==> src/rtl/shifter_pkg.sv <==
// Shared definitions for the pipelined barrel shifter: op encodings and the
// latency helper. The BARREL_ROTATE_EN macro controls whether op 11 builds
// real rotate muxes or aliases to SRL.
package shifter_pkg;

  typedef enum logic [1:0] {
    OP_SLL  = 2'b00,
    OP_SRL  = 2'b01,
    OP_SRA  = 2'b10,
    OP_ROTR = 2'b11
  } shift_op_t;

  // Pipeline depth: number of stage registers needed to cover every shift bit.
  function automatic int nstage(input int shamt_w, input int levels);
    return (shamt_w + levels - 1) / levels;
  endfunction

endpackage

==> src/rtl/barrel_shift_level.sv <==
// One combinational level of the barrel shifter: moves the word by a fixed
// distance DIST when en_i is set. With BARREL_ROTATE_EN defined, OP_ROTR
// wraps the low bits to the top; otherwise it behaves as SRL.
module barrel_shift_level
  import shifter_pkg::*;
#(
  parameter int WIDTH = 32,
  parameter int DIST  = 1
) (
  input  logic [WIDTH-1:0] data_i,
  input  logic             en_i,
  input  shift_op_t        op_i,
  output logic [WIDTH-1:0] data_o
);

  // Select the shifted/rotated word or pass through when this bit of shamt is clear.
  always_comb begin
    data_o = data_i;
    if (en_i) begin
      case (op_i)
        OP_SLL:  data_o = data_i << DIST;
        // MSB is still the original sign bit because earlier levels also ran SRA.
        OP_SRA:  data_o = $signed(data_i) >>> DIST;
`ifdef BARREL_ROTATE_EN
        OP_ROTR: data_o = (data_i >> DIST) | (data_i << (WIDTH - DIST));
`endif
        // SRL, and op 11 when the rotate muxes are not built.
        default: data_o = data_i >> DIST;
      endcase
    end
  end

endmodule

==> src/rtl/pipelined_barrel_shifter.sv <==
// Pipelined shift/rotate unit with valid/ready flow control. Shift level j
// moves by 2^j; LEVELS_PER_STAGE levels sit between pipeline registers, and
// shamt/op/tag travel with the data. Optional rotate: BARREL_ROTATE_EN.
module pipelined_barrel_shifter
  import shifter_pkg::*;
#(
  parameter int WIDTH            = 32,
  parameter int SHAMT_W          = $clog2(WIDTH),
  parameter int LEVELS_PER_STAGE = 2,
  parameter int TAG_W            = 4
) (
  input  logic               clock,
  input  logic               reset,
  input  logic               in_valid,
  output logic               in_ready,
  input  logic [WIDTH-1:0]   in_data,
  input  logic [SHAMT_W-1:0] in_shamt,
  input  logic [1:0]         in_op,
  input  logic [TAG_W-1:0]   in_tag,
  output logic               out_valid,
  input  logic               out_ready,
  output logic [WIDTH-1:0]   out_data,
  output logic [TAG_W-1:0]   out_tag
);

  localparam int NSTAGE = nstage(SHAMT_W, LEVELS_PER_STAGE);

  typedef struct packed {
    logic [WIDTH-1:0]   data;
    logic [SHAMT_W-1:0] shamt;
    shift_op_t          op;
    logic [TAG_W-1:0]   tag;
  } stage_t;

  stage_t [NSTAGE-1:0] stg_q, stg_d;
  stage_t [NSTAGE-1:0] src_stg;   // what feeds each stage's mux levels
  stage_t [NSTAGE-1:0] nxt_stg;   // post-shift value each stage would load
  logic   [NSTAGE-1:0] vld_q, vld_d;
  logic   [NSTAGE-1:0] src_vld;
  logic   [NSTAGE-1:0] take;      // stage register loads this cycle

  // Stage inputs: stage 0 from the ports, the rest from the previous register.
  for (genvar s = 0; s < NSTAGE; s++) begin : g_src
    if (s == 0) begin : g_head
      assign src_stg[s] = '{data: in_data, shamt: in_shamt,
                            op: shift_op_t'(in_op), tag: in_tag};
    end else begin : g_body
      assign src_stg[s] = stg_q[s-1];
    end
  end

  if (NSTAGE == 1) begin : g_vld1
    assign src_vld = in_valid;
  end else begin : g_vldn
    assign src_vld = {vld_q[NSTAGE-2:0], in_valid};
  end

  // Mux levels, LSB-first; the first level of each stage restarts from that stage's input.
  for (genvar j = 0; j < SHAMT_W; j++) begin : g_lvl
    localparam int S = j / LEVELS_PER_STAGE;
    logic [WIDTH-1:0] d_in, d_out;
    if (j % LEVELS_PER_STAGE == 0) begin : g_first
      assign d_in = src_stg[S].data;
    end else begin : g_chain
      assign d_in = g_lvl[j-1].d_out;
    end
    barrel_shift_level #(.WIDTH(WIDTH), .DIST(1 << j)) u_lvl (
      .data_i (d_in),
      .en_i   (src_stg[S].shamt[j]),
      .op_i   (src_stg[S].op),
      .data_o (d_out)
    );
  end

  // Post-shift stage value: data from the stage's last level, sideband passed through.
  for (genvar s = 0; s < NSTAGE; s++) begin : g_nxt
    localparam int LAST = (((s + 1) * LEVELS_PER_STAGE < SHAMT_W) ?
                           (s + 1) * LEVELS_PER_STAGE : SHAMT_W) - 1;
    assign nxt_stg[s] = '{data: g_lvl[LAST].d_out, shamt: src_stg[s].shamt,
                          op: src_stg[s].op, tag: src_stg[s].tag};
  end

  // A stage can load when it or any stage downstream is empty, or the sink is ready.
  always_comb begin
    logic chain;
    chain = out_ready;
    take  = '0;
    for (int s = NSTAGE - 1; s >= 0; s--) begin
      chain   = chain | ~vld_q[s];
      take[s] = chain;
    end
  end

  // Next-state: loading stages take the upstream valid; data only updates on a real op.
  always_comb begin
    vld_d = vld_q;
    stg_d = stg_q;
    for (int s = 0; s < NSTAGE; s++) begin
      if (take[s]) begin
        vld_d[s] = src_vld[s];
        if (src_vld[s]) stg_d[s] = nxt_stg[s];
      end
    end
  end

  // Pipeline registers; reset empties every slot and zeroes the payload.
  always_ff @(posedge clock) begin
    if (reset) begin
      vld_q <= '0;
      stg_q <= '0;
    end else begin
      vld_q <= vld_d;
      stg_q <= stg_d;
    end
  end

  assign in_ready  = take[0];
  assign out_valid = vld_q[NSTAGE-1];
  assign out_data  = stg_q[NSTAGE-1].data;
  assign out_tag   = stg_q[NSTAGE-1].tag;

  // Shift amount and op are fully consumed by the time they reach the last register.
  logic unused_tail;
  assign unused_tail = ^{stg_q[NSTAGE-1].shamt, stg_q[NSTAGE-1].op};

endmodule

==> config.mk <==
export PLATFORM = sky130hd
export DESIGN_NAME = pipelined_barrel_shifter
export DESIGN_NICKNAME = d
export VERILOG_FILES = /design/src/rtl/shifter_pkg.sv /design/src/rtl/barrel_shift_level.sv /design/src/rtl/pipelined_barrel_shifter.sv
export SDC_FILE = /design/constraint.sdc
export NUM_CORES = 1
export LEC_CHECK = 0
export ABC_AREA = 1
export CORE_MARGIN = 8
export CORE_UTILIZATION = 45
export CTS_CLUSTER_DIAMETER = 60
export DETAILED_ROUTE_END_ITERATION = 8
export HOLD_SLACK_MARGIN = 0.15
export PLACE_DENSITY = 0.66
export SYNTH_ARGS = -nofsm -noshare
export SYNTH_HDL_FRONTEND = slang
export SYNTH_SLANG_ARGS = --single-unit
export TNS_END_PERCENT = 5
==> constraint.sdc <==
create_clock -name clock -period 1.6 [get_ports clock]
set_input_delay 0.4 -clock clock [delete_from_list [all_inputs] [get_ports clock]]
set_output_delay 0.4 -clock clock [all_outputs]
set_load 0.01 [all_outputs]
==> Word-level counts from Yosys, hierarchy flattened <==
Index checks and enable logic that the tools add are counted.
{ "word_totals": {"register_bits": 125, "latch_bits": 0, "ram_bits": 0, "mem_bits_ro": 0, "input_bits": 47, "out_inout_bits": 38, "elab_cells": 38, "memories": 0} }
{ "op_classes": {"n_addsub": 0, "multipliers": 0, "div_mod_pow": 0, "n_lt_le_gt_ge": 0, "n_eq_ne": 3, "n_shift": 0, "n_mux": 10, "n_bitwise": 6, "reduce_logical": 6} }
{ "op_table": {"columns": ["operator", "count"], "rows": [
  ["$pmux W32 S2", 5],
  ["$mux W32", 5],
  ["$eq A2 B2 Y1 const B", 3],
  ["$logic_not A2 Y1", 3],
  ["$reduce_and A2 Y1", 3],
  ["$not A1 Y1", 3],
  ["$or A1 B1 Y1", 3]
]} }

==> Logic depth before layout (Yosys ltp) <==
Gate-level depths: netlist of the first run.
{ "logic_depth": {"depth_word": 5, "mapped_depth": 10, "depth_no_buf": 9} }

==> Modules after synthesis <==
A second synthesis of the first run with hierarchy kept.
{ "hier_totals": {"hier_cells": 1542, "hier_area_um2": 8433.1} }
{ "modules_own_cells": {"columns": ["mod", "instances", "cells_per_inst", "area_per_inst_um2", "seq_area_each_um2"], "rows": [
  ["pipelined_barrel_shifter", 1, 607, 4479.3, 2382.3],
  ["barrel_shift_level at g_lvl[0].u_lvl", 1, 207, 867.1, 0.0],
  ["barrel_shift_level at g_lvl[1].u_lvl", 1, 205, 848.3, 0.0],
  ["barrel_shift_level at g_lvl[2].u_lvl", 1, 196, 834.6, 0.0],
  ["barrel_shift_level at g_lvl[3].u_lvl", 1, 184, 773.2, 0.0],
  ["barrel_shift_level at g_lvl[4].u_lvl", 1, 143, 630.6, 0.0]
]} }

==> Worst setup path before layout of the first run <==
OpenSTA, ideal clock, no wires.
{ "synth_path": {"path_kind": "input port to flip-flop", "from": "in out_ready", "to": "reg stg_q, in the netlist g_lvl[2].d_in[10]", "setup_time_ns": 0.117, "arrival_time_ns": 1.248, "required_time_ns": 1.483, "slack_ns": 0.235, "stages": 7, "n_path_buf": 1, "path_cell_list": "inv_1 nand4_1 nand2_1 inv_2 clkbuf_1 o21ai_0 nor2_1"} }
{ "synth_between": {"elab_chain_len": 4} }
{ "synth_rtl": {"columns": ["item", "line", "source"], "rows": [
  ["start: declaration", "pipelined_barrel_shifter.sv:21", "input logic out_ready,"],
  ["$or A1 B1 Y1 (3 in series)", "pipelined_barrel_shifter.sv:89", "chain = chain | ~vld_q[s];"],
  ["via in_ready", "pipelined_barrel_shifter.sv:15", "output logic in_ready,"],
  ["$reduce_and A2 Y1 (no source line)", null, null],
  ["end signal: assignment", "pipelined_barrel_shifter.sv:113", "stg_q <= stg_d;"],
  ["end: declaration", "pipelined_barrel_shifter.sv:35", "stage_t [NSTAGE-1:0] stg_q, stg_d;"]
]} }
The timed path passes the listed nets, and every way through them passes these cells.
A chain may end at the register's enable or synchronous reset.

==> Worst setup path in the final report of the first run <==
{ "layout_path": {"from": "reg vld_q[2]", "to": "out out_valid"} }
{ "layout_rtl": {"columns": ["item", "line", "source"], "rows": [
  ["start: declaration", "pipelined_barrel_shifter.sv:38", "logic [NSTAGE-1:0] vld_q, vld_d;"],
  ["start signal: assignment", "pipelined_barrel_shifter.sv:112", "vld_q <= vld_d;"],
  ["end: declaration", "pipelined_barrel_shifter.sv:20", "output logic out_valid,"]
]} }
No word-level cell between the ends.

==> impl_metrics.yaml, run 1 <==
synth:
  synth_area_leaders: "dfxtp_1 32%, nand3_1 12%, nand2_1 11%"
  synthSimpleGateAreaFrac_pct: 32.6
  synth_nets: 1212
  syn_area_sq_mm: 0.00734
  muxShareOfSynthArea_pct: 0
  syn_inst: 1165
  yosys.area.top_type: "dfxtp_1"
  yosys_warnings: 0
  synth_top_area_share_pct: 32.5
  synthAdderAreaFrac_pct: 0
  synth_seq_cells: 119
  yosysSeqAreaShare_pct: 32.5
  syn_area_per_cell_sq_um: 6.30
  synth_top_family_by_area: "simple AND/OR/NAND/NOR gates"
  synth_xor_area_share_pct: 0
  synth_compound_area_share_pct: 23.5
  synth.distinct_cells: 33
cells_and_area:
  final_net_count: 1329
  num_antenna_cells: 0
  instances_no_fill: 1511
  area_growth_pct: 31.4
  final_cell_mix: "214 x nand2_1, 181 x nand3_1, 130 x o21ai_0"
  final_common_cell: "nand2_1"
  n_fill_cell: 1585
  drive_gt1_share_pct: 15.4
grt:
  grt_pass1_wl_microns: 37300
  grt.overflow.total: 0
  grt_usage_pct: 22.6
  grt_pass1_vias: 7362
  grt_antenna_before_repair: 0
  grt_max_degree: 64
floorplanning:
  row_count: 46
  die_x_microns: 144
  start_util_pct: 46.2
  ios: 85
  core_area_sq_mm: 0.0159
  dieArea_sq_mm: 0.0206
  dieHeight_microns: 144
cts:
  tritoncts: "yes"
  clk_latency_ns: 0.42
  cts_buffer_depth: 2
  cts.sinks: 119
  postCtsHoldBufs: 0
  cts.clk_slew.worst_paths_ns: 0.06
  cts_root_buffer: "clkbuf_16"
  h-tree-depth: 4
  numCtsBuffers: 17
place:
  pre_cts_slack_ns: -0.467
  post-place-cells: 1475
  buffer_ports.inserted: 84
  dp_hpwl_microns: 17000
  gp_congestion: 0.975
critical_path:
  crit_type: "reg -> out"
  rr_endpoint: "g_lvl[4].d_in[28]$_SDFFE_PP0P_"
  startpoint: "vld_q[2]$_SDFFE_PP0P_"
  crit_path_start_kind: "flop"
  cp_max_fo: 3
  r2r_cells: 8
  arrival_ns: 1.14
  required_ns: 1.20
  r2r_setup_slack_ns: 0.09
  endpoint_kind: "primary output"
  r2r_start: "nxt_stg[48]$_SDFFE_PP0P_"
drt:
  met3_length_microns: 1390
  drc: 0
  top_layer_used: "met4"
  wirelength_microns: 23000
  ant_nets: 0
  wl_met1_microns: 10600
  first_iter_violations: 575
  vias_per_cell: 5.33
  vias: 8051
  dr.pass1.iters: 7
  dr_wl_met2_microns: 10800
  avgRoutedWirePerCell_microns: 15.2
power_and_ir_drop:
  p_sw_share_pct: 29.4
  fin_total_pwr_mw: 9.46
  power_frac_clock_pct: 43.6
  p_leak_nw: 4.43
  power.density_mw_per_mm2: 981
  seq_power_share_pct: 35.1
  pwr-share-comb_pct: 21.3
  switchingPower_mw: 2.78
  ir_drop_mv: 0.704
  cell_internal_pwr_mw: 6.68
timing:
  hold_ws_ns: 0.324
  fin_skew_ns: 0.00697
  hold_viol_final: 0
  fin_crit_sh_pct: 96.3
  drv_slew: 0
  fmax_mhz: 649
  tightest_slew_ns: 0.332
  min_period_ns: 1.54
  rsz0062_at_grt: "yes"
  tns_ns: 0
  setup_slack_ns: 0.0594
  setup_viol: 0
  slew_headroom_pct: 77.6
hold_path:
  hp-class: "in -> reg"
  holdCritStartpoint: "out_ready"
  min_path_cells: 4
  min_to: "vld_q[2]$_SDFFE_PP0P_"
run:
  cap_violations: 0
run_status:
  outcome: "complete, no violations"
-- power groups by stage --
stage	registers [mW]	clock network (mW)	logic (mW)
floorplan	3.35	0	1.21
global placement	3.38	0	1.95
detailed placement	3.38	0	1.96
CTS	3.32	4.16	1.94
global route	3.35	4.31	2.23
finish	3.32	4.12	2.01
-- state kept, by name, summed over array words and instances (netlist names) --
| register | cells |
|---|---|
| nxt_stg | 16 |
| out_tag | 4 |
| g_lvl.d_in | 64 |
| vld_q | 3 |
| out_data | 32 |
-- cell families after synthesis --
family / Yosys count
compound gates: 314
simple gates: 549
buf+inv: 183
flops: 119
-- area by class of cell --
type | instances | area (sq um) | area share [%]
well taps | 216 | 270 | 2.80
inverters | 99 | 372 | 3.85
repair buffers | 182 | 1830 | 19.0
clock inverters | 13 | 196 | 2.04
clock buffers | 19 | 443 | 4.59
flip-flops and latches | 119 | 2380 | 24.7
multi-input cells | 863 | 4150 | 43.0
-- Yosys cell counts, drive strengths merged --
master / number
a21oi: 102
a31oi: 23
and2: 4
buf: 56
clkbuf: 28
dfxtp: 119
inv: 99
nand2: 221
nand3: 184
nand3b: 1
nand4: 1
nor2: 127
nor3: 1
o211ai: 5
o21ai: 182
o21bai: 2
or2: 10
-- worst max-delay path, cell delays in order, from the launching register on --
cell and delay (ns):
dfxtp_1 0.31, buf_4 0.13, dlygate4sd2_1 0.28
-- layer usage --
metal  vias up  track usage (%)
met3        21             4.31
met2       234             37.7
met5         -                0
li1       4126                -
met1      3670             29.5
met4         0             5.42
-- repair_timing --
action,4_1_cts,5_1_grt
cloned,0,2
resized for setup,44,17
setup endpoints to repair,43,42
setup buffers,0,2
pin swaps,0,2
-- how the worst max path moves through the flow --
| stage | end | slack [ns] | cells past startpoint |
|---|---|---|---|
| final | out_valid | 0.06 | 2 |
| after detailed placement | g_lvl[2].d_in[7]$_SDFFE_PP0P_ | -0.47 | 10 |
| after global placement | in_ready | -0.45 | 4 |
| after global routing | in_ready | -0.002 | 2 |
| after floorplan | g_lvl[2].d_in[10]$_SDFFE_PP0P_ | 0.24 | 7 |
| after CTS | in_ready | -0.16 | 4 |
-- metrics by stage --
step | cell area [sq um] | util, %
after global placement | 8940 | 56.3
final | 9640 | 60.7
after detailed placement | 8940 | 56.3
after floorplan | 7340 | -
after CTS | 9540 | 60.0
after global routing | 9640 | 60.7
(Power assumes the default switching activity.)
==> inputs of run 2 (changes only) <==
- CORE_MARGIN: 8 -> 2
- CORE_UTILIZATION: 45 -> 57
- PLACE_DENSITY: 0.66 -> 0.81
==> impl_metrics.yaml, run 2 (same netlist as run 1, synthesis figures left out) <==
critical_path:
  required_ns: 1.20
  crit_type: "reg -> out"
  r2r_setup_slack_ns: 0.07
  slowest_delay_ns: 0.35
  crit_chain: "buf_4 > dlygate4sd2_1"
  r2r_cells: 9
  cp_max_fo: 3
  startpoint: "vld_q[2]$_SDFFE_PP0P_"
  rr_endpoint: "g_lvl[4].d_in[16]$_SDFFE_PP0P_"
  r2r_start: "nxt_stg[48]$_SDFFE_PP0P_"
  arrival_ns: 1.16
  crit_path_start_kind: "flop"
  slowest_stage: "dfxtp_1"
  endpoint_kind: "primary output"
cts:
  clk_latency_ns: 0.42
  tritoncts: "yes"
  cts.sinks: 119
  numCtsBuffers: 17
  cts_root_buffer: "clkbuf_16"
  cts.clk_slew.worst_paths_ns: 0.06
  h-tree-depth: 4
  cts_buffer_depth: 2
power_and_ir_drop:
  seq_power_share_pct: 36.3
  ir_drop_mv: 0.587
  cell_internal_pwr_mw: 6.42
  switchingPower_mw: 2.78
  power_frac_clock_pct: 42.4
  p_leak_nw: 4.35
  power.density_mw_per_mm2: 979
  p_sw_share_pct: 30.2
  pwr-share-comb_pct: 21.4
cells_and_area:
  final_common_cell: "nand2_1"
  final_cell_mix: "213 x nand2_1, 181 x nand3_1, 134 x o21ai_0"
  num_antenna_cells: 0
  drive_gt1_share_pct: 14.9
  area_growth_pct: 28.2
  largest_reg_flops: 64
  final_net_count: 1321
floorplanning:
  ios: 85
  die_x_microns: 117
  dieArea_sq_mm: 0.0138
  core_area_sq_mm: 0.0126
  start_util_pct: 58.4
  dieHeight_microns: 117
  row_count: 41
drt:
  vias_per_cell: 5.74
  vias: 8370
  wirelength_microns: 22900
  first_iter_violations: 1070
  drc: 0
  dr.pass1.iters: 7
  avgRoutedWirePerCell_microns: 15.7
  ant_nets: 0
hold_path:
  min_path_cells: 4
  holdCritStartpoint: "out_ready"
  hp-class: "in -> reg"
  min_to: "vld_q[0]$_SDFFE_PP0N_"
place:
  buffer_ports.inserted: 84
  dp_hpwl_microns: 16300
  pre_cts_slack_ns: -0.414
  gp_congestion: 0.968
run_status:
  outcome: "complete, no violations"
timing:
  tightest_slew_ns: 0.385
  rsz0062_at_grt: "yes"
  slew_headroom_pct: 74.1
  setup_slack_ns: 0.0374
  min_period_ns: 1.56
  drv_slew: 0
  fmax_mhz: 640
  hold_viol_final: 0
  fin_crit_sh_pct: 97.7
  fin_skew_ns: 0.00906
  tns_ns: 0
  setup_viol: 0
grt:
  grt_antenna_before_repair: 0
  grt_max_degree: 64
  grt_usage_pct: 33.4
  grt_pass1_wl_microns: 37700
  grt_pass1_vias: 7660
  grt.overflow.total: 0
run:
  cap_violations: 0
[run 2: cell types whose count changed in the layout (fill, tap and decap cells not counted), moves of 2 or more]
| cell | change |
|---|---|
| nor2_1 | +3 |
| clkbuf_16 | -2 |
| clkinv_2 | +2 |
| o21ai_0 | +4 |
| and2_1 | -3 |
| nor2_2 | -2 |
| o21ai_1 | -4 |
| buf_12 | -4 |
| buf_4 | -3 |
| and2_4 | +3 |
[run 2: repair_timing]
action,4_1_cts,5_1_grt
gates resized for setup,41,16
endpoints found under the setup margin,38,50
buffers inserted,0,0
hold buffers,0,0
gates cloned,0,0
[run 2: how the worst max path moves through the flow]
stage / slack [ns] / to / cells past startpoint
floorplan: 0.24 / g_lvl[2].d_in[10]$_SDFFE_PP0P_ / 7
finish: 0.04 / out_valid / 2
global route: -0.04 / g_lvl[4].d_in[11]$_SDFFE_PP0P_ / 9
detailed placement: -0.41 / g_lvl[2].d_in[19]$_SDFFE_PP0P_ / 10
global placement: -0.38 / g_lvl[2].d_in[18]$_SDFFE_PP0P_ / 10
CTS: 0.01 / g_lvl[2].d_in[17]$_SDFFE_PP0P_ / 10
[run 2: stage by stage]
| step | area [sq um] | util (%) | power, mW | instances | hold WS, ns |
|---|---|---|---|---|---|
| after floorplan | 7340 | - | 4.57 | 1165 | 0.450 |
| after global placement | 8820 | 70.2 | 5.29 | 1427 | 0.457 |
| after detailed placement | 8820 | 70.2 | 5.32 | 1427 | 0.466 |
| after CTS | 9370 | 74.5 | 9.13 | 1458 | 0.474 |
| after global routing | 9400 | 74.8 | 9.60 | 1458 | 0.389 |
| final | 9400 | 74.8 | 9.20 | 1458 | 0.338 |
[run 2: layer usage]
layer | part of all wire (%) | track usage (%) | wire, microns | vias to the layer above
met2 | 47 | 55.4 | 10800 | 376
met1 | 42 | 43.0 | 9690 | 3834
met4 | 3.2 | 12.3 | 741 | 0
met5 | 0 | 0 | 0 | -
li1 | - | - | - | 4106
met3 | 7.6 | 6.78 | 1750 | 54
[run 2: critical path: cells and delay by family, from the launching register on]
kind | cells | cell delay (ns)
flip-flops | 1 | 0.35
buffers and inverters | 2 | 0.39
[run 2: area by class of cell]
type / instances / area, sq um
Tap cell: 172 / 215
Clock buffer: 17 / 425
Clock inverter: 14 / 176
Timing Repair Buffer: 174 / 1690
Multi-Input combinational cell: 863 / 4140
Inverter: 99 / 372
Fill cell: 1051 / 3160
Sequential cell: 119 / 2380
[run 2: power by group through the flow]
stage	sequential [mW]	clock [mW]	combinational [mW]
after floorplan	3.35	0	1.21
after global placement	3.38	0	1.90
after detailed placement	3.39	0	1.93
after CTS	3.33	3.89	1.92
after global routing	3.35	4.07	2.18
final	3.34	3.90	1.97
==> inputs of run 3 (changes only) <==
==> constraint.sdc (replaced) <==
create_clock -name clock -period 1.6 [get_ports clock]
set_input_delay 0.32 -clock clock [delete_from_list [all_inputs] [get_ports clock]]
set_output_delay 0.32 -clock clock [all_outputs]
set_load 0.01 [all_outputs]
==> impl_metrics.yaml, run 3 (same netlist as run 1, synthesis figures left out) <==
run_status:
  outcome: "complete, no violations"
timing:
  hold_viol_final: 0
  setup_viol: 0
  fmax_mhz: 636
  slew_headroom_pct: 77.1
  tns_ns: 0
  rsz0062_at_grt: "yes"
  setup_slack_ns: 0.0272
  min_period_ns: 1.57
  fin_skew_ns: 0.00977
  hold_ws_ns: 0.421
  fin_crit_sh_pct: 98.3
  tightest_slew_ns: 0.340
  drv_slew: 0
floorplanning:
  dieHeight_microns: 117
  die_x_microns: 117
  core_area_sq_mm: 0.0126
  start_util_pct: 58.4
  ios: 85
  dieArea_sq_mm: 0.0138
  row_count: 41
critical_path:
  r2r_setup_slack_ns: 0.06
  arrival_ns: 1.25
  slowest_delay_ns: 0.53
  critPathTopFamily: "buffers and inverters"
  slowest_stage: "clkdlybuf4s50_1"
  rr_endpoint: "g_lvl[4].d_in[12]$_SDFFE_PP0P_"
  r2r_start: "nxt_stg[47]$_SDFFE_PP0P_"
  endpoint_kind: "primary output"
  crit_chain: "clkdlybuf4s50_1"
  r2r_cells: 9
  startpoint: "out_data[27]$_SDFFE_PP0P_"
  required_ns: 1.28
  crit_path_start_kind: "flop"
  crit_buf_inv: 1
  crit_type: "reg -> out"
  cp_max_fo: 2
grt:
  grt.overflow.total: 0
  grt_antenna_before_repair: 0
  grt_pass1_wl_microns: 36000
  grt_max_degree: 65
  grt_usage_pct: 31.7
  grt_pass1_vias: 7362
cells_and_area:
  final_common_cell: "nand2_1"
  instances_no_fill: 1437
  post-route-util_pct: 74.1
  final_net_count: 1301
  drive_gt1_share_pct: 13.1
  num_antenna_cells: 0
  largest_reg_flops: 64
  final_cell_mix: "213 x nand2_1, 181 x nand3_1, 135 x o21ai_0"
  area_growth_pct: 26.9
  fin_area_sq_mm: 0.00931
power_and_ir_drop:
  p_leak_nw: 4.43
  ir_drop_mv: 0.676
  power.density_mw_per_mm2: 967
  fin_total_pwr_mw: 9.00
drt:
  avgRoutedWirePerCell_microns: 15.6
  dr.pass1.iters: 6
  first_iter_violations: 858
  wirelength_microns: 22400
  vias: 8279
  ant_nets: 0
  drc: 0
  vias_per_cell: 5.76
place:
  place_area_sq_mm: 0.00858
  buffer_ports.inserted: 84
  pre_cts_slack_ns: -0.363
  dp_hpwl_microns: 15500
  gp_congestion: 0.978
  post-place-cells: 1398
run:
  cap_violations: 0
hold_path:
  min_to: "nxt_stg[48]$_SDFFE_PP0P_"
  min_path_cells: 3
  hp-class: "in -> reg"
  holdCritStartpoint: "in_op[1]"
cts:
  cts_root_buffer: "clkbuf_16"
  numCtsBuffers: 17
  h-tree-depth: 4
  cts.clk_slew.worst_paths_ns: 0.05
  postCtsHoldBufs: 0
  cts_buffer_depth: 2
  cts.sinks: 119
  tritoncts: "yes"
  clk_latency_ns: 0.41
==> run 3: cell types whose count changed in the layout (fill, tap and decap cells not counted), moves of 3 or more <==
cell	before	now
buf_4	71	48
clkbuf_16	17	20
clkbuf_8	0	3
clkdlybuf4s50_1	43	46
clkinv_4	5	1
dlygate4sd2_1	37	21
dlymetal6s2s_1	3	16
==> run 3: final cells by class <==
| type | count | area (sq um) |
|---|---|---|
| well taps | 172 | 215 |
| inverters | 99 | 372 |
| multi-input cells | 863 | 4130 |
| flip-flops and latches | 119 | 2390 |
| fillers | 1056 | 3250 |
| clock buffers | 22 | 474 |
| repair buffers | 154 | 1630 |
| clock inverters | 8 | 98.8 |
==> run 3: power by group <==
part	switching (mW)	internal, mW	leakage, nW	total [mW]
Sequential	0.176	3.17	0.982	3.34
Combinational	1.15	0.809	3.17	1.96
Clock	1.31	2.39	0.278	3.70
Total	2.64	6.37	4.43	9.00
==> run 3: per-layer routing <==
layer / share of wire, % / vias up / global-route usage (%)
met5: 0 / - / 0
met4: 4.1 / 0 / 12.9
met3: 8.9 / 70 / 5.38
met2: 46 / 445 / 51.9
met1: 41 / 3693 / 41.6
li1: - / 4071 / -
==> run 3: worst max path at each step <==
stage,end,slack (ns),depth (start not counted)
CTS,out_data[15],0.0008,1
detailed placement,g_lvl[2].d_in[11]$_SDFFE_PP0P_,-0.36,9
global placement,g_lvl[2].d_in[11]$_SDFFE_PP0P_,-0.31,9
finish,out_data[27],0.03,1
floorplan,g_lvl[2].d_in[10]$_SDFFE_PP0P_,0.27,6
global route,g_lvl[4].d_in[15]$_SDFFE_PP0P_,-0.01,10
==> run 3: worst register-to-register path, stage by stage (launching register included) <==
cell and delay, ns:
dfxtp_4 0.37, nor2_4 0.05, buf_12 0.14, buf_4 0.14, a21oi_1 0.16, o21ai_2 0.10
nand3_1 0.09, nand2_1 0.05, nor2_1 0.24, nor2_1 0.07
==> run 3: repair_timing <==
item	CTS	global route
setup buffers	0	6
gates resized for setup	23	28
gates cloned	0	3
setup endpoints to repair	22	46
pin swaps	1	2
